### src/rtl/uart_tx_pkg.sv
// Shared types and framing constants for the user-data UART transmitter.
package uart_tx_pkg;

  localparam int unsigned BITS_PER_BYTE = 8;
  localparam logic        START_BIT     = 1'b0;
  localparam logic        STOP_BIT      = 1'b1;
  localparam int unsigned FRAME_BITS    = 10;

  typedef enum logic [2:0] {
    IDLE,
    START,
    DATA,
    STOP,
    ACK
  } state_e;

endpackage

### src/rtl/uart_baud_tick.sv
// Bit-period counter: wraps every CLKS_PER_BIT enabled cycles and flags the terminal count.
module uart_baud_tick #(
  parameter int unsigned CLKS_PER_BIT = 434
) (
  input  logic clk_i,
  input  logic resetn_i,
  input  logic en,
  input  logic clr,
  output logic tick_c
);

  localparam int unsigned       CNT_W   = $clog2(CLKS_PER_BIT);
  localparam logic [CNT_W-1:0]  CNT_MAX = CNT_W'(CLKS_PER_BIT - 1);

  logic [CNT_W-1:0] cnt_q;

  assign tick_c = en && (cnt_q == CNT_MAX);

  always_ff @(posedge clk_i or negedge resetn_i) begin
    if (!resetn_i) begin
      cnt_q <= '0;
    end else if (clr) begin
      cnt_q <= '0;
    end else if (en) begin
      cnt_q <= tick_c ? '0 : cnt_q + CNT_W'(1);
    end
  end

endmodule

### src/rtl/uart_user_data_tx.sv
// Captures a multi-byte user word on a synchronized request, sends it as 8N1 frames,
// then holds a four-phase acknowledge until the request drops.
module uart_user_data_tx
  import uart_tx_pkg::*;
#(
  parameter int unsigned CLKS_PER_BIT = 434,
  parameter int unsigned NUM_BYTES    = 4
) (
  input  logic                             clk_i,
  input  logic                             resetn_i,
  input  logic                             user_data_val_tx_i,
  input  logic [BITS_PER_BYTE*NUM_BYTES-1:0] user_data_i,
  output logic                             tx_o,
  output logic                             busy_o,
  output logic                             done_o,
  output logic                             ack_o
);

  localparam int unsigned                DATA_W     = BITS_PER_BYTE * NUM_BYTES;
  localparam int unsigned                BYTE_IDX_W = $clog2(NUM_BYTES) + 1;
  localparam logic [BYTE_IDX_W-1:0]      LAST_BYTE  = BYTE_IDX_W'(NUM_BYTES - 1);

  state_e                  state_q, state_d;
  logic [DATA_W-1:0]       shreg_q, shreg_d;
  logic [2:0]              bit_idx_q, bit_idx_d;
  logic [BYTE_IDX_W-1:0]   byte_idx_q, byte_idx_d;
  logic                    tx_d, busy_d, done_d, ack_d;
  logic [7:0]              cur_byte;
  logic [2:0]              bit_nxt;
  logic                    baud_en, baud_clr, bit_tick;

  assign cur_byte = shreg_q[7:0];
  assign bit_nxt  = bit_idx_q + 3'd1;
  assign baud_en  = (state_q == START) || (state_q == DATA) || (state_q == STOP);
  assign baud_clr = (state_q == IDLE) && user_data_val_tx_i;

  uart_baud_tick #(
    .CLKS_PER_BIT(CLKS_PER_BIT)
  ) u_baud (
    .clk_i   (clk_i),
    .resetn_i(resetn_i),
    .en      (baud_en),
    .clr     (baud_clr),
    .tick_c  (bit_tick)
  );

  // Next-state and next-output logic; outputs are registered one cycle later.
  always_comb begin
    state_d    = state_q;
    shreg_d    = shreg_q;
    bit_idx_d  = bit_idx_q;
    byte_idx_d = byte_idx_q;
    tx_d       = tx_o;
    busy_d     = busy_o;
    done_d     = 1'b0;
    ack_d      = ack_o;

    unique case (state_q)
      IDLE: begin
        tx_d   = STOP_BIT;
        busy_d = 1'b0;
        ack_d  = 1'b0;
        if (user_data_val_tx_i) begin
          state_d    = START;
          shreg_d    = user_data_i;
          byte_idx_d = '0;
          bit_idx_d  = '0;
          tx_d       = START_BIT;
          busy_d     = 1'b1;
        end
      end
      START: begin
        if (bit_tick) begin
          state_d   = DATA;
          bit_idx_d = '0;
          tx_d      = cur_byte[0];
        end
      end
      DATA: begin
        if (bit_tick) begin
          if (bit_idx_q == 3'd7) begin
            state_d = STOP;
            tx_d    = STOP_BIT;
          end else begin
            bit_idx_d = bit_nxt;
            tx_d      = cur_byte[bit_nxt];
          end
        end
      end
      STOP: begin
        if (bit_tick) begin
          if (byte_idx_q < LAST_BYTE) begin
            state_d    = START;
            byte_idx_d = byte_idx_q + BYTE_IDX_W'(1);
            shreg_d    = shreg_q >> BITS_PER_BYTE;
            tx_d       = START_BIT;
          end else begin
            state_d = ACK;
            done_d  = 1'b1;
            busy_d  = 1'b0;
            ack_d   = 1'b1;
            tx_d    = STOP_BIT;
          end
        end
      end
      ACK: begin
        tx_d   = STOP_BIT;
        busy_d = 1'b0;
        ack_d  = 1'b1;
        if (!user_data_val_tx_i) begin
          state_d = IDLE;
          ack_d   = 1'b0;
        end
      end
      default: begin
        state_d = IDLE;
        tx_d    = STOP_BIT;
        busy_d  = 1'b0;
        ack_d   = 1'b0;
      end
    endcase
  end

  always_ff @(posedge clk_i or negedge resetn_i) begin
    if (!resetn_i) begin
      state_q    <= IDLE;
      shreg_q    <= '0;
      bit_idx_q  <= '0;
      byte_idx_q <= '0;
      tx_o       <= STOP_BIT;
      busy_o     <= 1'b0;
      done_o     <= 1'b0;
      ack_o      <= 1'b0;
    end else begin
      state_q    <= state_d;
      shreg_q    <= shreg_d;
      bit_idx_q  <= bit_idx_d;
      byte_idx_q <= byte_idx_d;
      tx_o       <= tx_d;
      busy_o     <= busy_d;
      done_o     <= done_d;
      ack_o      <= ack_d;
    end
  end

endmodule

### config.mk
export PLATFORM = sky130hd
export DESIGN_NAME = uart_user_data_tx
export DESIGN_NICKNAME = d
export VERILOG_FILES = /design/src/rtl/uart_tx_pkg.sv /design/src/rtl/uart_baud_tick.sv /design/src/rtl/uart_user_data_tx.sv
export SDC_FILE = /design/constraint.sdc
export NUM_CORES = 1
export LEC_CHECK = 0
export CAP_MARGIN = 0
export CORE_MARGIN = 5
export CORE_UTILIZATION = 24
export CTS_CLUSTER_SIZE = 20
export DETAILED_ROUTE_END_ITERATION = 8
export SKIP_CTS_REPAIR_TIMING = 1
export SYNTH_ARGS = -nofsm -noshare
export SYNTH_HDL_FRONTEND = slang
export SYNTH_SLANG_ARGS = --single-unit
### constraint.sdc
create_clock -name clk_i -period 2.9 [get_ports clk_i]
set_clock_uncertainty 0.15 [all_clocks]
set_input_delay 0.29 -clock clk_i [delete_from_list [all_inputs] [get_ports clk_i]]
set_output_delay 0.29 -clock clk_i [all_outputs]
set_load 0.05 [all_outputs]
# [After elaboration in Yosys (flattened, before gate mapping)]
# Index checks and enable logic that the tools add are counted.
[classes] addsub=3 n_lt_le_gt_ge=2 n_eq_ne=15 n_mux=41 bitwise_logic=1 reduce_logical=14
[ops] op="two-way mux 32 bit" count=3
[ops] op="one-hot mux 32 bit (2 select lines)" count=1
[ops] op="two-way mux 3 bit" count=13
[ops] op="two-way mux 9 bit" count=3
[ops] op="one-hot mux 3 bit (5 select lines)" count=1
[ops] op="two-way mux 1 bit" count=14
[ops] op="!= test 2 x 1 -> 1 bit (second input constant)" count=5
[ops] op="adder 9 x 1 -> 9 bit (second input constant)" count=1
[ops] op="equality test 9 bit (second input constant)" count=1
[ops] op="one-hot mux 3 bit (3 select lines)" count=1
[ops] op="!= test 2 bit (second input constant)" count=4
[ops] op="adder 3 x 1 -> 3 bit (second input constant)" count=2
[ops] op="equality test 3 x 2 -> 1 bit (second input constant)" count=2
[ops] op="equality test 3 bit (second input constant)" count=2
[ops] op="one-hot mux 1 bit (3 select lines)" count=2
[ops] op="one-hot mux 3 bit (2 select lines)" count=1
[ops] op="AND reduction 3 bit" count=2
[ops] op="AND reduction 6 bit" count=1
[ops] op="AND reduction 5 bit" count=1
[ops] op="less-than comparator 3 x 4 -> 1 bit (second input constant)" count=1
[ops] op="one-hot mux 1 bit (4 select lines)" count=1
[ops] op="AND reduction 4 bit" count=1
[ops] op="nonzero test 2 bit" count=2
[ops] op="binary-select mux 1 bit (select 3 bit)" count=1
[ops] op="8 further kinds" count=10
[totals] reg_bits=54 in_bits=35 output_inout_bits=4 elab_cells=85

# [Longest topological paths before layout]
[depth] depth_word=7 ltp_mapped=9 mapped_depth_nobuf=6

# [Cells and area by module]
# From an unflattened synthesis, not the netlist that was laid out.
[hier_totals] hier_cells=255 area_unflattened_um2=2761.4
[by_module_without_submodules] mod="uart_user_data_tx" instances=1 cells_per_inst=196 area_each_um2=2169.6 seq_area_each_um2=1127.3
[by_module_without_submodules] mod="uart_baud_tick" instances=1 cells_per_inst=59 area_each_um2=591.8 seq_area_each_um2=225.2

# [Least setup slack after synthesis]
# No wires, ideal clock.
[synth_timing] kind="reg-to-reg" start="register u_baud.cnt_q[0]" end="register shreg_q[10]" setup_ns=0.125 t_arrival_ns=1.844 required_time_ns=2.625 slack_ns=0.781 path_stages_with_launch=9 path_buffers=3 period_less_slack_ns=2.119 cell_sequence="dfrtp_1 > ha_1 > and4b_1 > buf_6 > and2_4 > o221a_1 > buf_6 > buf_12 > mux2_4"
[synth_via] elab_chain_cells=4
[synth_lines] item="start: declaration" line_no="uart_baud_tick.sv:15" rtl="logic [CNT_W-1:0] cnt_q;"
[synth_lines] item="start signal: assignment" line_no="uart_baud_tick.sv:25" rtl="cnt_q <= tick_c ? '0 : cnt_q + CNT_W'(1);"
[synth_lines] item="equality test 9 bit" line_no="uart_baud_tick.sv:17" rtl="assign tick_c = en && (cnt_q == CNT_MAX);"
[synth_lines] item="logical AND 1 bit" line_no="uart_baud_tick.sv:17"
[synth_lines] item="!= test 2 x 1 -> 1 bit (no source line)"
[synth_lines] item="AND reduction 4 bit (no source line)"
[synth_lines] item="end signal: assignment" line_no="uart_user_data_tx.sv:136" rtl="shreg_q <= shreg_d;"
[synth_lines] item="end: declaration" line_no="uart_user_data_tx.sv:24" rtl="logic [DATA_W-1:0] shreg_q, shreg_d;"
# No other way between the ends.
# A chain may end at the register's enable or synchronous reset.

# [Worst setup path after layout]
[layout_timing] start="register state_q[0]" end="register shreg_q[2]"
[layout_via] elab_chain_cells=6 word_cells_on_any_way=13 classes_between="eq/ne (6); mux (1); reduce/logical (6)"
[layout_lines] item="start: declaration" line_no="uart_user_data_tx.sv:23" rtl="state_e state_q, state_d;"
[layout_lines] item="start signal: assignment" line_no="uart_user_data_tx.sv:135" rtl="state_q <= state_d;"
[layout_lines] item="equality test 3 x 1 -> 1 bit or equality test 3 x 2 -> 1 bit (tied branches)" line_no="uart_user_data_tx.sv:34" rtl="assign baud_en = (state_q == START) || (state_q == DATA) || (state_q == STOP);"
[layout_lines] item="logical OR 1 bit (2 in a row)" line_no="uart_user_data_tx.sv:34"
[layout_lines] item="logical AND 1 bit" line_no="uart_baud_tick.sv:17"
[layout_lines] item="!= test 2 x 1 -> 1 bit (no source line)"
[layout_lines] item="AND reduction 4 bit (no source line)"
# Several ways; a longest one is shown, not always the timed one.

==> impl_metrics.json <==
{
  "final.setup.tns_ns": 0,
  "p_switching_uw": 603,
  "finalPower_mw": 2.21,
  "p_clk_share_pct": 31.0,
  "drv_slew": 0,
  "place_hpwl_um": 4390,
  "cts_buffer_depth": 2,
  "final_nets": 303,
  "use_met2_pct": 13.7,
  "critPathKind": "flip-flop to flip-flop",
  "drt_iter0_drc": 88,
  "place.gp.congestion": 0.811,
  "hold_violations": 0,
  "clk_latency_ns": 0.30,
  "grt_pass1_vias": 2044,
  "holdWs_ns": 0.338,
  "fp.dieW_um": 118,
  "r2r_start": "state_q[0]",
  "synth_warnings": 0,
  "finalCritPeriodShare_pct": 82.9,
  "groute.usage.overall_pct": 8.91,
  "grt_first_pass_wirelength_um": 10300,
  "synth_nets": 261,
  "cellLeakagePower_nw": 1.49,
  "cp_top_family": "simple AND/OR/NAND/NOR gates",
  "num_rows": 39,
  "synth-seq-cells": 54,
  "synth_cell_type_count": 45,
  "tritoncts": "built",
  "syn_to_final_growth_pct": 25.2,
  "gr-usage-met1_pct": 12.3,
  "grt-ovfl-total": 0,
  "pwr-share-seq_pct": 46.2,
  "cp-endpoint": "shreg_q[2]",
  "r2r-end": "shreg_q[2]",
  "vias": 1872,
  "reg2reg_depth": 5,
  "clk_pin_slew_worst_paths_ns": 0.07,
  "max_stage_delay_ns": 0.57,
  "cp.depth": 5,
  "worstSetupStartpointType": "flip-flop",
  "wl_um": 6020,
  "fill_cells": 1140,
  "io_pins": 39,
  "dr.pass1.iters": 4,
  "grt_antenna_before_repair": 0,
  "avgSynthCellArea_um2": 12.8,
  "path_max_fanout": 24,
  "post-route-min-period_ns": 2.40,
  "syn_inst": 221,
  "endpoint_kind": "flip-flop",
  "grt_start_max_net_pins": 27,
  "path_buf_inv": 1,
  "yosys_most_used_dff": "dfrtp_1",
  "cp.arrival_ns": 2.43,
  "maxCapViolations": 0,
  "grt_use_met3_pct": 2.67,
  "die_area_um2": 14000,
  "powerDensity_nw_per_um2": 626,
  "syn_area_um2": 2820,
  "cts_buffers": 5,
  "hp-class": "primary input to async pin",
  "drive_gt1_share_pct": 28.8,
  "fmax_mhz": 416,
  "cp.required_ns": 2.93,
  "diodes": 0,
  "post_drt_wl_per_cell_um": 14.8,
  "path_cells": "nor3_1 -> nor2_1 -> o221a_1 -> buf_12 -> mux2_2",
  "core_area_um2": 11500,
  "peakVddDrop_v": 0.000271,
  "rsz0062_at_grt": "no",
  "switching_share_pct": 27.3,
  "async_flop_share_pct": 100,
  "status": "complete, no violations",
  "die_y_um": 118,
  "startpoint": "state_q[0]",
  "ctsHtreeMaxLevel": 2,
  "ys_seq_area_share_pct": 48.0,
  "p_comb_share_pct": 22.8,
  "relSlewSlack_pct": 65.0,
  "grt-busiest-layer": "met2",
  "avgViaCountPerCell": 4.60,
  "place_inst": 398,
  "initial_core_util_pct": 24.6,
  "worst-r2r-setup-slack_ns": 0.50,
  "cts_sinks": 54,
  "synth_edf_count": 0,
  "place_area_um2": 3350,
  "setup_viol": 0,
  "worst_pin_slew_ns": 0.524,
  "portBuffers": 38,
  "p_int_mw": 1.61,
  "postRouteAntennaNets": 0,
  "final_cells": 407,
  "cp_slowest_cell": "dfrtp_1",
  "cts_root_buf": "clkbuf_16",
  "drc_errors": 0,
  "final_cell_area_um2": 3530
}
## metal layers
metal  part of all wire, %  routed length [µm]
met1                    49                2950
met2                    45                2740
met3                   4.8                 290
met4                  0.63                  38
met5                     0                   0
## logic make-up (layout without fill, tap and decap cells)
logic type               Yosys count  after routing  share of synthesized area, %
flip-flops                        54             54                          48.0
multiplexers                      52             52                          24.2
AND/OR/NAND/NOR                   47             47                          9.09
AO/OA/AOI/OAI                     44             44                          11.4
buffers and inverters             15             58                          3.86
adder cells (fa/ha/maj)            5              5                          2.22
XOR/XNOR                           4              4                          1.24
## synth_stat cells, drive strengths merged (4+ instances only)
| cell type | count | area share (%) |
|---|---|---|
| nor2 | 12 | 1.6 |
| nand3 | 5 | 0.89 |
| buf | 10 | 3.2 |
| a21oi | 8 | 1.4 |
| dfrtp | 53 | 47 |
| a31oi | 4 | 0.89 |
| ha | 5 | 2.2 |
| xnor2 | 4 | 1.2 |
| a22o | 11 | 3.4 |
| mux2 | 50 | 23 |
| o21ai | 6 | 1.1 |
| nor3 | 4 | 0.71 |
| nand2 | 11 | 1.5 |
## worst min-delay path by stage
stage	start	to	slack (ns)
2_1_floorplan	resetn_i	ack_o	-0.16
3_3_place_gp	resetn_i	shreg_q[21]	0.13
3_5_place_dp	resetn_i	shreg_q[29]	0.14
4_1_cts	resetn_i	shreg_q[29]	-0.18
5_1_grt	shreg_q[30]	shreg_q[30]	0.36
6_report	resetn_i	shreg_q[29]	0.34
## layout by cell type (no fill, tap or decap), types with 2 or more instances in the layout
cell type	count
a21oi_1	8
a22o_1	11
a311oi_1	2
a31oi_1	4
a41oi_1	2
and3_1	2
buf_4	7
clkbuf_16	5
clkdlybuf4s50_1	37
clkinvlp_4	2
dfrtp_1	53
ha_1	5
inv_1	3
mux2_2	30
mux2_4	20
mux4_2	2
nand2_1	11
nand3_1	5
nor2_1	12
nor3_1	4
nor3b_1	2
nor4b_1	2
o21ai_0	6
or2_2	2
xnor2_1	4
## area by class of cell
cell class | instances | area, µm² | share of cell area, %
multi-input combinational | 152 | 1360 | 38.5
inverter | 3 | 11.3 | 0.319
tap | 143 | 179 | 5.07
clock buffer | 5 | 125 | 3.54
clock inverter | 3 | 45.0 | 1.28
timing repair buffer | 47 | 458 | 13.0
sequential | 54 | 1350 | 38.3
## metrics by stage
stage | util [%] | worst slack [ns]
6_report | 30.8 | 0.496
4_1_cts | 30.7 | 0.500
3_5_place_dp | 29.2 | 0.335
3_3_place_gp | 29.2 | 0.383
2_1_floorplan | - | 0.781
5_1_grt | 30.8 | 0.315
## power by group through the flow
stage / Sequential [mW] / Combinational, mW / Clock, mW
after floorplan: 1.03 / 0.350 / 0
after global placement: 1.03 / 0.493 / 0
after detailed placement: 1.04 / 0.506 / 0
after CTS: 1.02 / 0.509 / 0.703
after global routing: 1.05 / 0.553 / 0.731
final: 1.02 / 0.504 / 0.685
## flip-flops by register name (all words and copies together) (netlist names)
signal / cells
bit_idx_q: 3
shreg_q: 32
tx_o: 1
ack_o: 1
u_baud.cnt_q: 9
busy_o: 1
state_q: 3
done_o: 1
byte_idx_q: 3
Note: power is estimated with default switching activity, not from simulation.
==> RTL edit 1 (same settings) <==
Encoding of `state_e`: now one-hot (5 bits for 5 states).
--- a/src/rtl/uart_tx_pkg.sv
+++ b/src/rtl/uart_tx_pkg.sv
@@ -6,12 +6,12 @@
   localparam logic        STOP_BIT      = 1'b1;
   localparam int unsigned FRAME_BITS    = 10;
 
-  typedef enum logic [2:0] {
-    IDLE,
-    START,
-    DATA,
-    STOP,
-    ACK
+  typedef enum logic [4:0] {
+    IDLE  = 5'b00001,
+    START = 5'b00010,
+    DATA  = 5'b00100,
+    STOP  = 5'b01000,
+    ACK   = 5'b10000
   } state_e;
 
 endpackage
Check against the original RTL: same outputs for any inputs over 10 cycles, from zero or initial values and one cycle with resetn_i low; not proved beyond that.
==> RTL edit 1 against the original RTL <==
Design area up 7.9%. Wire length up 14%. Sequential cell count up 2. Setup slack worse by 0.089 ns. Synthesized area up 11%. Non-clock buffer count down 1. Largest cell class unchanged. Critical path type unchanged.
Power is not compared: it rests on default switching activity, and its combinational part moved more than twofold at a synthesized area within 25%.
==> RTL edit 1: results (changes against the original RTL) <==
* DRT met1 WL at 3310 um (+12%)
* Storage element area at 0.00140 mm^2 (+3.8%)
* Synth Net Count at 298 (+14%)
* Layout Nets at 337 (+11%)
* Share of cells above drive strength 1 at 24.8% (-4.0 points)
* Synth area leaders: dfrtp_1, mux2_2, mux2_4
* Critical path launch point: u_baud.cnt_q[1]
* Outcome: completed
* Multiplexer share of the synthesized area at 22.6% (-1.6 points)
* Crit path max-delay cell type: or4_4
* CP max FO at 17 (-29%)
* Worst hold path type: reg2reg
* Worst R2R Path Depth at 8 (+3)
* Synth unique cells at 56 (+24%)
* Hpwl dp at 5040 um (+15%)
* Vias at 2187 (+17%)
* Adder-Cell Fraction of Synth Area at 2.00% (-0.22 points)
* Wirelength per Cell at 14.6 um (-1.4%)
* Starting DRT DRC Count at 192 (+120%)
* Met2 Track Usage GR at 13.4% (-0.39 points)
* Crit path largest cell delay at 0.51 ns (-0.06 ns)
* Dpl cells at 461 (+16%)
* Post-synthesis compound-gate area fraction at 12.8% (+1.4 points)
* Largest net degree at the start of global routing at 31 (+15%)
* DR WL met3 at 354 um (+22%)
* Met3 usage at 2.06% (-0.62 points)
* Met2 wire length at 3130 um (+14%)
* Most common library cells after synthesis: dfrtp_1, mux2_2, mux2_4
* Place WS at 0.456 ns (+0.121 ns)
* Final non-filler cell total at 470 (+15%)
* R2R Path End: shreg_q[15]
* Max-Slew Margin vs Limit at 52.3% (-13 points)
* Vias in the first global route at 2298 (+12%)
* Area after DPL at 0.00366 mm^2 (+9.3%)
* Global-route wire length before repair at 11800 um (+14%)
## RTL edit 1: cell count changes after synthesis, sizes merged, moves of 3 or more
cell	unedited run	this run
inv	3	7
nor2	12	17
buf	10	7
nand2b	0	5
o21ai	6	9
a21o	1	4
mux2i	0	6
or3	0	3
xor2	0	3
xnor2	4	0
clkbuf	2	7
## RTL edit 1: final cells by class
class	count	area share (%)
well taps	172	5.65
flip-flops and latches	56	36.8
clock buffers	7	3.48
multi-input cells	181	41.1
inverters	7	0.690
clock inverters	1	0.131
repair buffers	46	12.2
## RTL edit 1: cell families (layout without fill, tap and decap cells)
family | after synthesis | after routing
multiplexers | 56 | 56
AO/OA/AOI/OAI | 54 | 54
adder cells (fa/ha/maj) | 5 | 5
XOR/XNOR | 3 | 3
buffers and inverters | 21 | 61
AND/OR/NAND/NOR | 63 | 63
flip-flops | 56 | 56
## RTL edit 1: worst max-delay path, delay by kind of cell (launching register included)
family,cells,cell delay (ns)
simple gates,3,0.84
fa+ha+maj,1,0.13
buf+inv,2,0.28
mux,1,0.31
compound gates,1,0.23
flops,1,0.42
## RTL edit 1: worst min-delay path by stage
| stage | start | endpoint | slack, ns |
|---|---|---|---|
| 2_1_floorplan | resetn_i | ack_o | -0.16 |
| 3_3_place_gp | resetn_i | shreg_q[28] | 0.23 |
| 3_5_place_dp | resetn_i | shreg_q[28] | 0.24 |
| 4_1_cts | resetn_i | shreg_q[11] | -0.07 |
| 5_1_grt | busy_o | busy_o | 0.36 |
| 6_report | busy_o | busy_o | 0.33 |
## RTL edit 1: where the power goes
part           leakage, nW  switching, mW  internal, mW  total [mW]
Combinational        0.830          0.517         0.651        1.17
Sequential           0.707          0.215          1.07        1.28
Clock               0.0679          0.263         0.320       0.583
==> RTL edit 2 (config.mk and constraints unchanged) <==
Made on the original files. `BITS_PER_BYTE`: 8 -> 6.
--- a/src/rtl/uart_tx_pkg.sv
+++ b/src/rtl/uart_tx_pkg.sv
@@ -1,7 +1,7 @@
 // Shared types and framing constants for the user-data UART transmitter.
 package uart_tx_pkg;
 
-  localparam int unsigned BITS_PER_BYTE = 8;
+  localparam int unsigned BITS_PER_BYTE = 6;
   localparam logic        START_BIT     = 1'b0;
   localparam logic        STOP_BIT      = 1'b1;
   localparam int unsigned FRAME_BITS    = 10;
Interface: changed (resized user_data_i); port bits go from 39 to 31. The function was not compared with the original's and may differ.
==> RTL edit 2 against the original RTL <==
Sequential cell count shrank 8. First-iteration DRC count shrank 31%. Setup slack worse by 0.083 ns. Maximum frequency decreased by 3.3%. Synthesized cell count shrank 3.2%. Synthesized area down 17%. Total power down 25%. Design area decreased by 17%. Wire length decreased by 9.6%. Largest cell class is now flip-flops and latches. Highest routed layer unchanged.
==> RTL edit 2: results (changes against the original RTL) <==
* Maximum vdd drop at 0.000262 V (-3.5%)
* Layout Nets at 281 (-7.3%)
* Slew Limit Fails at 0 (unchanged)
* Dominant kind of cell: flip-flops and latches
* Final non-filler cell total at 383 (-5.9%)
* Starting DRT DRC Count at 61 (-31%)
* Outcome: completed
* Synth Area in XOR/XNOR at 1.87% (+0.63 points)
* Area after DPL at 0.00280 mm^2 (-16%)
* Adder-Cell Fraction of Synth Area at 2.67% (+0.45 points)
* Crit path max-delay cell type: nor3_4
* Seq area share at 39.4% (+1.1 points)
* Synth unique cells at 48 (+6.7%)
* R2R Path End: shreg_q[16]
* Share of cells above drive strength 1 at 12.8% (-16 points)
* Dpl cells at 374 (-6.0%)
* Synth area leaders: dfrtp_1, o22a_1, o21a_1
* Wirelength per Cell at 14.2 um (-3.9%)
* Seq cells at 46 (-15%)
* Clk cell area share at 3.85% (-0.97 points)
* Clock transition at path regs at 0.09 ns (+0.02 ns)
* Largest net degree at the start of global routing at 47 (+74%)
* Filler instances at 1035 (-9.2%)
* WP data arrival at 2.53 ns (+0.10 ns)
* CTS root buffer: clkbuf_8
* Seq/Total Area, Yosys at 49.2% (+1.2 points)
* Multiplexer share of the synthesized area at 7.80% (-16 points)
* Most common library cells after synthesis: dfrtp_1, nand2_1, o21a_1, o22a_1, inv_1
* Non-clk bufs at 37 (-21%)
* Reg2reg setup slack at 0.41 ns (-0.08 ns)
* Footprint of the multi-input gates at 0.00110 mm^2 (-19%)
* Number of non-clock inverters at 12 (+9)
* Post-synthesis compound-gate area fraction at 18.5% (+7.1 points)
* Hold_ws at 0.0101 ns (-0.328 ns)
* Synth Net Count at 246 (-5.7%)
* FF-to-FF Start: u_baud.cnt_q[1]
* GR Util All Layers at 9.82% (+0.92 points)
* IO Port Bufs at 30 (-21%)
* Slew @ Worst Pin at 1.03 ns (+0.506 ns)
* Power per Cell Area at 567 mW/mm^2 (-9.4%)
* Place WS at 0.0780 ns (-0.257 ns)
* Synthesized instance count at 214 (-3.2%)
* Placer Congestion at 0.838 (+3.4%)
* Vias per cell at 4.62 (+0.53%)
* Multi-input gates at 147 (-3.3%)
* Vias in the first global route at 1874 (-8.3%)
* Leakage Power at 1.17 nW (-21%)
* Hpwl dp at 3660 um (-17%)
* Buffering overhead at 11.9% (-1.1 points)
* Regs by FF count: shreg_q: 24 flops, u_baud.cnt_q: 9 flops
==> RTL edit 2: where the power goes <==
part	internal, mW	switching (mW)
Sequential	0.748	0.114
Combinational	0.165	0.134
Clock	0.259	0.239
==> RTL edit 2: how the worst max path moves through the flow <==
stage	startpoint	end	slack, ns	cells after the start
2_1_floorplan	u_baud.cnt_q[1]	shreg_q[16]	0.90	6
4_1_cts	u_baud.cnt_q[1]	shreg_q[16]	0.19	6
3_5_place_dp	user_data_val_tx_i	shreg_q[16]	0.08	5
6_report	u_baud.cnt_q[1]	shreg_q[16]	0.41	6
5_1_grt	u_baud.cnt_q[1]	shreg_q[17]	0.20	6
3_3_place_gp	user_data_val_tx_i	shreg_q[17]	0.07	5
==> RTL edit 2: metal layers <==
layer  up-vias  track usage (%)  share of wire [%]
met2        43             14.9                 45
met4         0             2.80               0.50
met3         4             2.43                3.7
li1        855                -                  -
met5         -                0                  0
met1       869             13.9                 51
